**config.mk**
```make
export PLATFORM = sky130hd
export DESIGN_NAME = mult_feeder
export DESIGN_NICKNAME = d
export VERILOG_FILES = /design/src/rtl/mult_feeder.sv
export SDC_FILE = /design/constraint.sdc
export NUM_CORES = 1
export LEC_CHECK = 0
export ABC_CLOCK_PERIOD_IN_PS = 3800
export BUFFER_PORTS_ARGS = -buffer_cell sky130_fd_sc_hd__buf_2
export CAP_MARGIN = 20
export CELL_PAD_IN_SITES_DETAIL_PLACEMENT = 2
export CELL_PAD_IN_SITES_GLOBAL_PLACEMENT = 2
export CORE_MARGIN = 10
export CORE_UTILIZATION = 35
export DETAILED_ROUTE_END_ITERATION = 7
export PLACE_DENSITY_LB_ADDON = 0.3
export SLEW_MARGIN = 0
export SYNTH_ARGS = -nofsm -noshare
export SYNTH_HDL_FRONTEND = slang
export SYNTH_SLANG_ARGS = --single-unit
```
**constraint.sdc**
```tcl
create_clock -name clk -period 3.8 [get_ports clk]
set_clock_uncertainty 0.2 [all_clocks]
set_input_delay 0.38 -clock clk [delete_from_list [all_inputs] [get_ports clk]]
set_output_delay 0.38 -clock clk [all_outputs]
set_load 0.02 [all_outputs]
```
**src/rtl/mult_feeder.sv**
```systemverilog
// rtl/mult_feeder.sv - operand FIFO and sequencer feeding a shift-add multiplier
module mult_feeder #(
  parameter int W     = 4,
  parameter int DEPTH = 4,
  parameter int STEPS = 4
) (
  input  logic           clk,
  input  logic           rst,
  input  logic           in_valid,
  output logic           in_ready,
  input  logic [W-1:0]   in_a,
  input  logic [W-1:0]   in_b,
  output logic           mul_e,
  output logic [W-1:0]   mul_a,
  output logic [W-1:0]   mul_b,
  input  logic [2*W-1:0] mul_c,
  output logic           res_valid,
  input  logic           res_ready,
  output logic [2*W-1:0] res_c,
  output logic           busy
);

  localparam int AW = (DEPTH > 1) ? $clog2(DEPTH) : 1;
  localparam int CW = $clog2(DEPTH + 1);
  localparam int SW = (STEPS > 1) ? $clog2(STEPS) : 1;

  typedef enum logic [1:0] {
    S_IDLE    = 2'd0,
    S_CLEAR   = 2'd1,
    S_RUN     = 2'd2,
    S_CAPTURE = 2'd3
  } state_t;

  // Operand FIFO storage and bookkeeping
  logic [2*W-1:0] mem_q [DEPTH];
  logic [AW-1:0]  wr_ptr_q, wr_ptr_d;
  logic [AW-1:0]  rd_ptr_q, rd_ptr_d;
  logic [CW-1:0]  count_q,  count_d;

  // Sequencer and result registers
  state_t         state_q;
  logic [SW-1:0]  step_q;
  logic           mul_e_q;
  logic           busy_q;
  logic [W-1:0]   mul_a_q;
  logic [W-1:0]   mul_b_q;
  logic           res_valid_q;
  logic [2*W-1:0] res_c_q;

  logic push;
  logic start;

  // Readiness comes from the registered count only, so a full FIFO never
  // accepts in the same cycle it pops.
  assign in_ready = (count_q != CW'(DEPTH));
  assign push     = in_valid && in_ready;

  // A new multiply starts only when the result register will be free by the
  // time CAPTURE arrives: either empty now or being consumed this edge.
  assign start = (state_q == S_IDLE) && (count_q != '0) &&
                 (!res_valid_q || res_ready);

  assign mul_e     = mul_e_q;
  assign busy      = busy_q;
  assign mul_a     = mul_a_q;
  assign mul_b     = mul_b_q;
  assign res_valid = res_valid_q;
  assign res_c     = res_c_q;

  // Next-state for FIFO pointers and occupancy; pointers wrap on power-of-2 depth
  always_comb begin
    wr_ptr_d = wr_ptr_q;
    rd_ptr_d = rd_ptr_q;
    count_d  = count_q;
    if (push) begin
      wr_ptr_d = wr_ptr_q + AW'(1);
    end
    if (start) begin
      rd_ptr_d = rd_ptr_q + AW'(1);
    end
    case ({push, start})
      2'b10:   count_d = count_q + CW'(1);
      2'b01:   count_d = count_q - CW'(1);
      default: count_d = count_q;
    endcase
  end

  // FIFO pointer and count registers
  always_ff @(posedge clk) begin
    if (rst) begin
      wr_ptr_q <= '0;
      rd_ptr_q <= '0;
      count_q  <= '0;
    end else begin
      wr_ptr_q <= wr_ptr_d;
      rd_ptr_q <= rd_ptr_d;
      count_q  <= count_d;
    end
  end

  // FIFO data array; contents are don't-care until written, so no reset
  always_ff @(posedge clk) begin
    if (push) begin
      mem_q[wr_ptr_q] <= {in_a, in_b};
    end
  end

  // Sequencer: IDLE -> CLEAR (multiplier cleared) -> RUN x STEPS -> CAPTURE.
  // mul_e and busy are registered alongside the state so they follow it exactly.
  always_ff @(posedge clk) begin
    if (rst) begin
      state_q <= S_IDLE;
      step_q  <= '0;
      mul_e_q <= 1'b0;
      busy_q  <= 1'b0;
      mul_a_q <= '0;
      mul_b_q <= '0;
    end else begin
      case (state_q)
        S_IDLE: begin
          if (start) begin
            {mul_a_q, mul_b_q} <= mem_q[rd_ptr_q];
            state_q <= S_CLEAR;
            busy_q  <= 1'b1;
            mul_e_q <= 1'b0;
          end
        end
        S_CLEAR: begin
          step_q  <= '0;
          state_q <= S_RUN;
          mul_e_q <= 1'b1;
        end
        S_RUN: begin
          if (step_q == SW'(STEPS - 1)) begin
            step_q  <= '0;
            state_q <= S_CAPTURE;
            mul_e_q <= 1'b0;
          end else begin
            step_q <= step_q + SW'(1);
          end
        end
        S_CAPTURE: begin
          state_q <= S_IDLE;
          busy_q  <= 1'b0;
          mul_e_q <= 1'b0;
        end
        default: begin
          state_q <= S_IDLE;
          busy_q  <= 1'b0;
          mul_e_q <= 1'b0;
        end
      endcase
    end
  end

  // Result register: load on CAPTURE, release when the consumer takes it
  always_ff @(posedge clk) begin
    if (rst) begin
      res_valid_q <= 1'b0;
      res_c_q     <= '0;
    end else if (state_q == S_CAPTURE) begin
      res_valid_q <= 1'b1;
      res_c_q     <= mul_c;
    end else if (res_valid_q && res_ready) begin
      res_valid_q <= 1'b0;
    end
  end

endmodule
```
==> results of run 1 <==
-- Yosys cell counts (all sizes together) (3+ instances only) --
master and number:
ha 10, buf 9, edfxtp 32, mux4 8, nand3 4, nor2b 3
o31ai 11, a21oi 16, clkbuf 5, nand4 11, and3 4, dfxtp 30
mux2i 9, nand2b 3, inv 8, nor2 16
-- layout make-up --
cell class / instances / area (um^2)
Tap cell: 99 / 123.9
Inverter: 8 / 30.03
Clock buffer: 9 / 123.9
Clock inverter: 7 / 50.05
Fill cell: 752 / 4188
Multi-Input combinational cell: 117 / 958.4
Timing Repair Buffer: 42 / 217.7
Sequential cell: 62 / 1562
-- layer usage --
metal	GRT usage	wire, um	share of wire	vias up
li1	-	-	-	832
met1	0.1363	2763	0.44	840
met2	0.1913	3094	0.49	38
met3	0.02838	288	0.046	8
met4	0.07544	134	0.021	0
met5	0	0	0	-
-- worst min-delay path by stage --
stage | to | start
after global routing | mem_q[0][6] | in_a[2]
final | mem_q[3][6] | in_a[2]
after floorplan | step_q[1] | step_q[1]
after CTS | mem_q[0][6] | in_a[2]
after global placement | mul_e | mul_e
after detailed placement | mul_e | mul_e
-- report_power, final --
part	internal, mW	total, mW	leakage [nW]	switching, mW
registers	0.816	0.917	0.538	0.101
logic	0.313	0.745	0.546	0.432
clock network	0.237	0.511	0.0832	0.274
total	1.37	2.17	1.17	0.807
-- logic make-up after synthesis --
group | count (synthesis) | share of synthesized area
AO/OA/AOI/OAI | 33 | 0.07931
multiplexers | 18 | 0.1075
buffers and inverters | 22 | 0.03775
AND/OR/NAND/NOR | 53 | 0.1171
adder cells (fa/ha/maj) | 11 | 0.05542
flip-flops | 62 | 0.5963
XOR/XNOR | 2 | 0.006690
-- flip-flops by register name, summed over array words and instances (netlist names), 2 cells and up --
| name | cells |
|---|---|
| state_q | 2 |
| step_q | 2 |
| wr_ptr_q | 2 |
| rd_ptr_q | 2 |
| res_c | 8 |
| count_q | 3 |
| mul_b | 4 |
| mem_q | 32 |
| mul_a | 4 |
==> metrics, run 1 <==
Worst-Skew Late Latency 0.34 ns; Reg-to-Reg Start state_q[0]; Cell Count Post-Placement 328; Max-Cap Viols 0; fin crit share 0.7308; Setup Fix Bufs, Post-CTS 0; effective utilization at floorplan 0.3610; CTS tree yes; prevailing post-synth register cell edfxtp_1; Seq/Total Area, Yosys 0.5963; Placement Setup Slack 1.036 ns; clk slew on worst S/H paths 0.08 ns; Synth Register Bits 62; final hold slack 0.05211 ns; WP depth 10; Critical Path Fanout Max 11; global placement routability congestion 0.7083; first-pass GRT wire length 10380 um; HP Class input port to flop; Setup CP Type flop to flop; largest net degree at the start of global routing 32; Mean Syn Cell Area 13.03 um^2; outcome complete, no violations; Crit. Startpoint state_q[0]; Port Buffers 39; number of synthesized flops with an enable pin 32; worst-margin pin slew 0.6661 ns; worst reg-to-reg path cell count 10; Via density 4.994; wire per inst 18.26 um; CP endpoint kind flop; layout cell share with drive strength beyond 1 0.2980; crit path launch type flop; most frequent cells in the layout buf_2 (39), edfxtp_1 (32), dfxtp_1 (30); DR pass1 iterations 4; Sink Count 62; Post-Synthesis Cells 201; Remaining DRCs 0; fin nets 271; DP Wirelength 4615 um; CP required 3.87 ns; Die X 106.5 um; CP Capture Point count_q[2]; Hold-fix buffers, CTS 0; die height 106.5 um; Critical Path Max Stage Delay 0.41 ns; Pleak 1.168 nW; CTS H-Tree Depth 3; RSZ-0062 raised after global routing false; Worst EP arrival 2.85 ns; largest area contributor in the synthesized netlist edfxtp_1; Power Total 2.173 mW; antenna fix cells 0; final core occ 0.4226; Cell variety after synth 39; Power Density 708.8 mW/mm^2; die area 0.01134 mm^2; DRT iter0 DRCs 33; FF-to-FF End count_q[2]; post_cts resized 0; Area after DPL 0.002892 mm^2; root buf cell clkbuf_8; Final ANT Viol Nets 0; post-synth top area share 0.3669; total CTS buffers 9; Finish-stage setup viols 0; maximum vdd ir drop 233.5 uV; post-layout min period 2.777 ns; initial antenna violation count 0; Max Clock Freq 360.1 MHz; count of final max-slew check failures 0; Slowest cell on crit path or3_2; crit-path cells inv_1, ha_1, inv_1, nor3_1, ha_1, inv_1, fa_1, xor2_1, or3_2, a21oi_1; row cnt 31; Post-Layout Inst Area 0.003065 mm^2; I/O pin count 40; Synth Warn # 0; GRT Residual Overflow 0; final wirelength 6280 um; most common cell after layout, fill and taps aside buf_2; worst path bufs/invs 3; cell family with most CP delay adder cells; async set or reset register ratio after synthesis 0; Syn Nets 232; setup slack, reg-to-reg 1.02 ns; Synth Cell Area 0.002619 mm^2; GRT Util Overall 0.1177; Clock Tree Buf Depth 2; Worst slew margin 0.5553; vias 1718; Final Hold Vio Count 0; hold depth 1; synth top area cells edfxtp_1 (37%), dfxtp_1 (23%), mux4_2 (6.9%); core box area 0.007253 mm^2; Cell Count, Final, Fillers Out 344; vias in the first global route 1933; final worst setup slack 1.023 ns; setup_tns 0 ns; Synth-to-Final Area Change 17.06%; Crit path top cell by count inv_1
Note: power is estimated with default switching activity, not from simulation.
==> run 2, diff against run 1 <==
--- a/config.mk
+++ b/config.mk
@@ -5,13 +5,14 @@
 export SDC_FILE = /design/constraint.sdc
 export NUM_CORES = 1
 export LEC_CHECK = 0
-export ABC_CLOCK_PERIOD_IN_PS = 3800
+export ABC_AREA = 1
+export ABC_CLOCK_PERIOD_IN_PS = 2500
 export BUFFER_PORTS_ARGS = -buffer_cell sky130_fd_sc_hd__buf_2
 export CAP_MARGIN = 20
 export CELL_PAD_IN_SITES_DETAIL_PLACEMENT = 2
 export CELL_PAD_IN_SITES_GLOBAL_PLACEMENT = 2
 export CORE_MARGIN = 10
-export CORE_UTILIZATION = 35
+export CORE_UTILIZATION = 31
 export DETAILED_ROUTE_END_ITERATION = 7
 export PLACE_DENSITY_LB_ADDON = 0.3
 export SLEW_MARGIN = 0
==> constraint.sdc (replaced) <==
create_clock -name clk -period 2.5 [get_ports clk]
set_clock_uncertainty 0.2 [all_clocks]
set_input_delay 0.25 -clock clk [delete_from_list [all_inputs] [get_ports clk]]
set_output_delay 0.25 -clock clk [all_outputs]
set_load 0.02 [all_outputs]
==> run 2 against run 1 <==
Against the previous run: non-clock buffer count increased by 22; worst setup slack got worse by 0.75 ns; via count increased by 20%; largest cell class unchanged; highest routed layer unchanged; worst hold slack got worse by 0.023 ns; utilization decreased by 2.2 points.
==> metrics, run 2 <==
outcome complete, no violations; hold-critical path endpoint res_valid; first-pass GRT wire length 11810 um (+14%); wire per inst 15.93 um (-13%); hold_sp res_ready; Mean Syn Cell Area 9.569 um^2 (-27%); adder-cell share of the synthesized area 0.05681 (+0.001384); largest net degree at the start of global routing 27 (-16%); final wirelength 7075 um (+13%); hold depth 4 (+3); mux contribution to synthesized area 0 (-0.1075); total CTS buffers 9 (unchanged); Finish-stage setup viols 0 (unchanged); Crit path top cell by count inv_1; CP endpoint kind flop; final core occ 0.4004 (-0.02223); Slowest cell on crit path fa_1; Area after DPL 0.002872 mm^2 (-0.69%); Setup Fix Bufs, Post-CTS 0 (unchanged); Clock Tree Buf Depth 2 (unchanged); core box area 0.008134 mm^2 (+12%); Placement Setup Slack 0.2076 ns (-0.8281 ns); Psw 1.485 mW (+84%); setup slack, reg-to-reg 0.27 ns (-0.75 ns); prevailing post-synth register cell edfxtp_1; clk slew on worst S/H paths 0.07 ns (about the same); post-synth top area share 0.3761 (+0.009164); GRT Util Overall 0.1200 (+0.002304); Port Buffers 39 (unchanged); Synth Area in Compound Gates 0.1053 (+0.02598); Cell Count Post-Placement 411 (+25%); Die X 110.8 um (+4.0%); Synth Cell Area 0.002555 mm^2 (-2.4%); Post-Layout Inst Area 0.003257 mm^2 (+6.2%); Cell Count, Final, Fillers Out 444 (+29%); worst reg-to-reg path cell count 14 (+4); Syn Nets 298 (+28%); CTS H-Tree Depth 3 (unchanged); Reg-to-Reg Start state_q[1]; Final Hold Vio Count 0 (unchanged); count leader, synth nor2_1; Post-Synthesis Cells 267 (+33%); vias 2060 (+20%); initial antenna violation count 0 (unchanged); Critical Path Fanout Max 4 (-7); synth cell count leaders nor2_1 (85), edfxtp_1 (32), o21ai_0 (31), dfxtp_1 (30), nand2_1 (20); Power Density 1172 mW/mm^2 (+65%); Synth Warn # 0 (unchanged); max reg flops 32 (unchanged); Final ANT Viol Nets 0 (unchanged); post-layout min period 2.225 ns (-0.5516 ns); main combinational cell family by area after synthesis simple AND/OR/NAND/NOR gates; Seq/Total Area, Yosys 0.6112 (+0.01489); DR pass1 iterations 4 (unchanged); vias in the first global route 2387 (+23%); global placement routability congestion 0.6853 (-3.2%); layout cell share with drive strength beyond 1 0.2065 (-0.09147); die area 0.01227 mm^2 (+8.2%); clock share of power 0.253 (+0.018); GRT Residual Overflow 0 (unchanged); CP required 2.58 ns (-1.29 ns); effective utilization at floorplan 0.3141 (-0.04694); worst-margin pin slew 0.7195 ns (+0.05342 ns); Synth-to-Final Area Change 27.47%; post-synthesis xor/xnor area fraction 0 (-0.006689); Synth Register Bits 62 (unchanged); sequential power share 0.369 (-0.053); Setup CP Type flop to flop; crit-path cells inv_1, ha_2, inv_1, a21oi_2, nand2_2, inv_2, ha_1, inv_1, fa_1, a21oi_1, o21ai_1, nand2_1, nand2_1, nor2_1; maximum vdd ir drop 364.4 uV (+56%); CTS tree yes; Pleak 1.408 nW (+21%); fin nets 365 (+35%); simple-gate share of the synthesized area 0.1655 (+0.04847); Sink Count 62 (unchanged); FF-to-FF End count_q[2]; root buf cell clkbuf_8; final worst setup slack 0.2746 ns (-0.7484 ns); DRT iter0 DRCs 118 (+260%); Max Clock Freq 449.4 MHz (+25%); most frequent cells in the layout nor2_1 (85), buf_2 (39), edfxtp_1 (32); Critical Path Max Stage Delay 0.38 ns (-0.03 ns); HP Class input port to flop; RSZ-0062 raised after global routing false; async set or reset register ratio after synthesis 0 (unchanged); row cnt 33 (+6.5%); most common cell after layout, fill and taps aside nor2_1; Worst EP arrival 2.31 ns (-0.54 ns); final hold slack 0.02876 ns (-0.02335 ns); Worst slew margin 0.5198 (-0.03554); die height 110.8 um (+4.0%); antenna fix cells 0 (unchanged); cell-internal power 2.332 mW (+71%); Biggest register mem_q; synth top area cells edfxtp_1 (38%), dfxtp_1 (24%), nor2_1 (12%); Via density 4.640 (-7.1%); Remaining DRCs 0 (unchanged); Cell variety after synth 21 (-46%); Worst-Skew Late Latency 0.34 ns (about the same); Power Total 3.818 mW (+76%); number of synthesized flops with an enable pin 32 (unchanged); DP Wirelength 4771 um (+3.4%); count of final max-slew check failures 0 (unchanged); switch share 0.3891 (+0.01761); Max-Cap Viols 0 (unchanged); crit path launch type flop; setup_tns 0 ns (unchanged); fin crit share 0.8902 (+0.1594); I/O pin count 40 (unchanged); Comb pwr share 0.378 (+0.035); largest area contributor in the synthesized netlist edfxtp_1
[run 2: worst max-delay path: cells and delay by family (launching register included)]
family	cells	cell delay (ns)
fa+ha+maj	3	0.70
flops	1	0.34
buf+inv	4	0.28
simple gates	4	0.29
compound gates	3	0.36
[run 2: power groups by stage]
stage / Combinational (mW) / Clock (mW) / Sequential, mW
4_1_cts: 1.48 / 0.993 / 1.41
2_1_floorplan: 0.909 / 0 / 1.53
5_1_grt: 1.69 / 1.04 / 1.44
3_5_place_dp: 1.44 / 0 / 1.43
6_report: 1.44 / 0.965 / 1.41
3_3_place_gp: 1.38 / 0 / 1.42
[run 2: worst max path at each step]
stage / from / to / slack (ns) / cells after the start
after CTS: state_q[0] / count_q[2] / 0.19 / 14
after floorplan: state_q[0] / count_q[2] / 0.32 / 14
after detailed placement: state_q[0] / count_q[2] / 0.21 / 14
after global placement: state_q[0] / count_q[2] / 0.35 / 14
final: state_q[1] / count_q[2] / 0.27 / 14
after global routing: state_q[1] / count_q[2] / 0.02 / 14
[run 2: logic make-up (layout without fill, tap and decap cells)]
group,after synthesis,count (layout)
flip-flops,62,62
AND/OR/NAND/NOR,110,110
AO/OA/AOI/OAI,53,53
adder cells (fa/ha/maj),11,11
buffers and inverters,31,103
[run 2: layout make-up]
cell class	count	area, um^2
sequential	62	1562
multi-input combinational	174	839.6
clock inverter	7	88.84
clock buffer	9	123.9
timing repair buffer	64	425.4
fill	901	4877
tap	105	131.4
inverter	23	86.33
[run 2: what timing repair did]
action	CTS	global route
gates resized for setup	0	3
hold endpoints to repair	44	0
endpoints found under the setup margin	0	1
hold buffers	17	0
[run 2: layer usage]
metal | vias up | wire (um) | global-route usage
met4 | 0 | 138 | 0.05035
met3 | 11 | 332 | 0.03950
met2 | 41 | 3597 | 0.2099
li1 | 1004 | - | -
met5 | - | 0 | 0
met1 | 1004 | 3007 | 0.1293
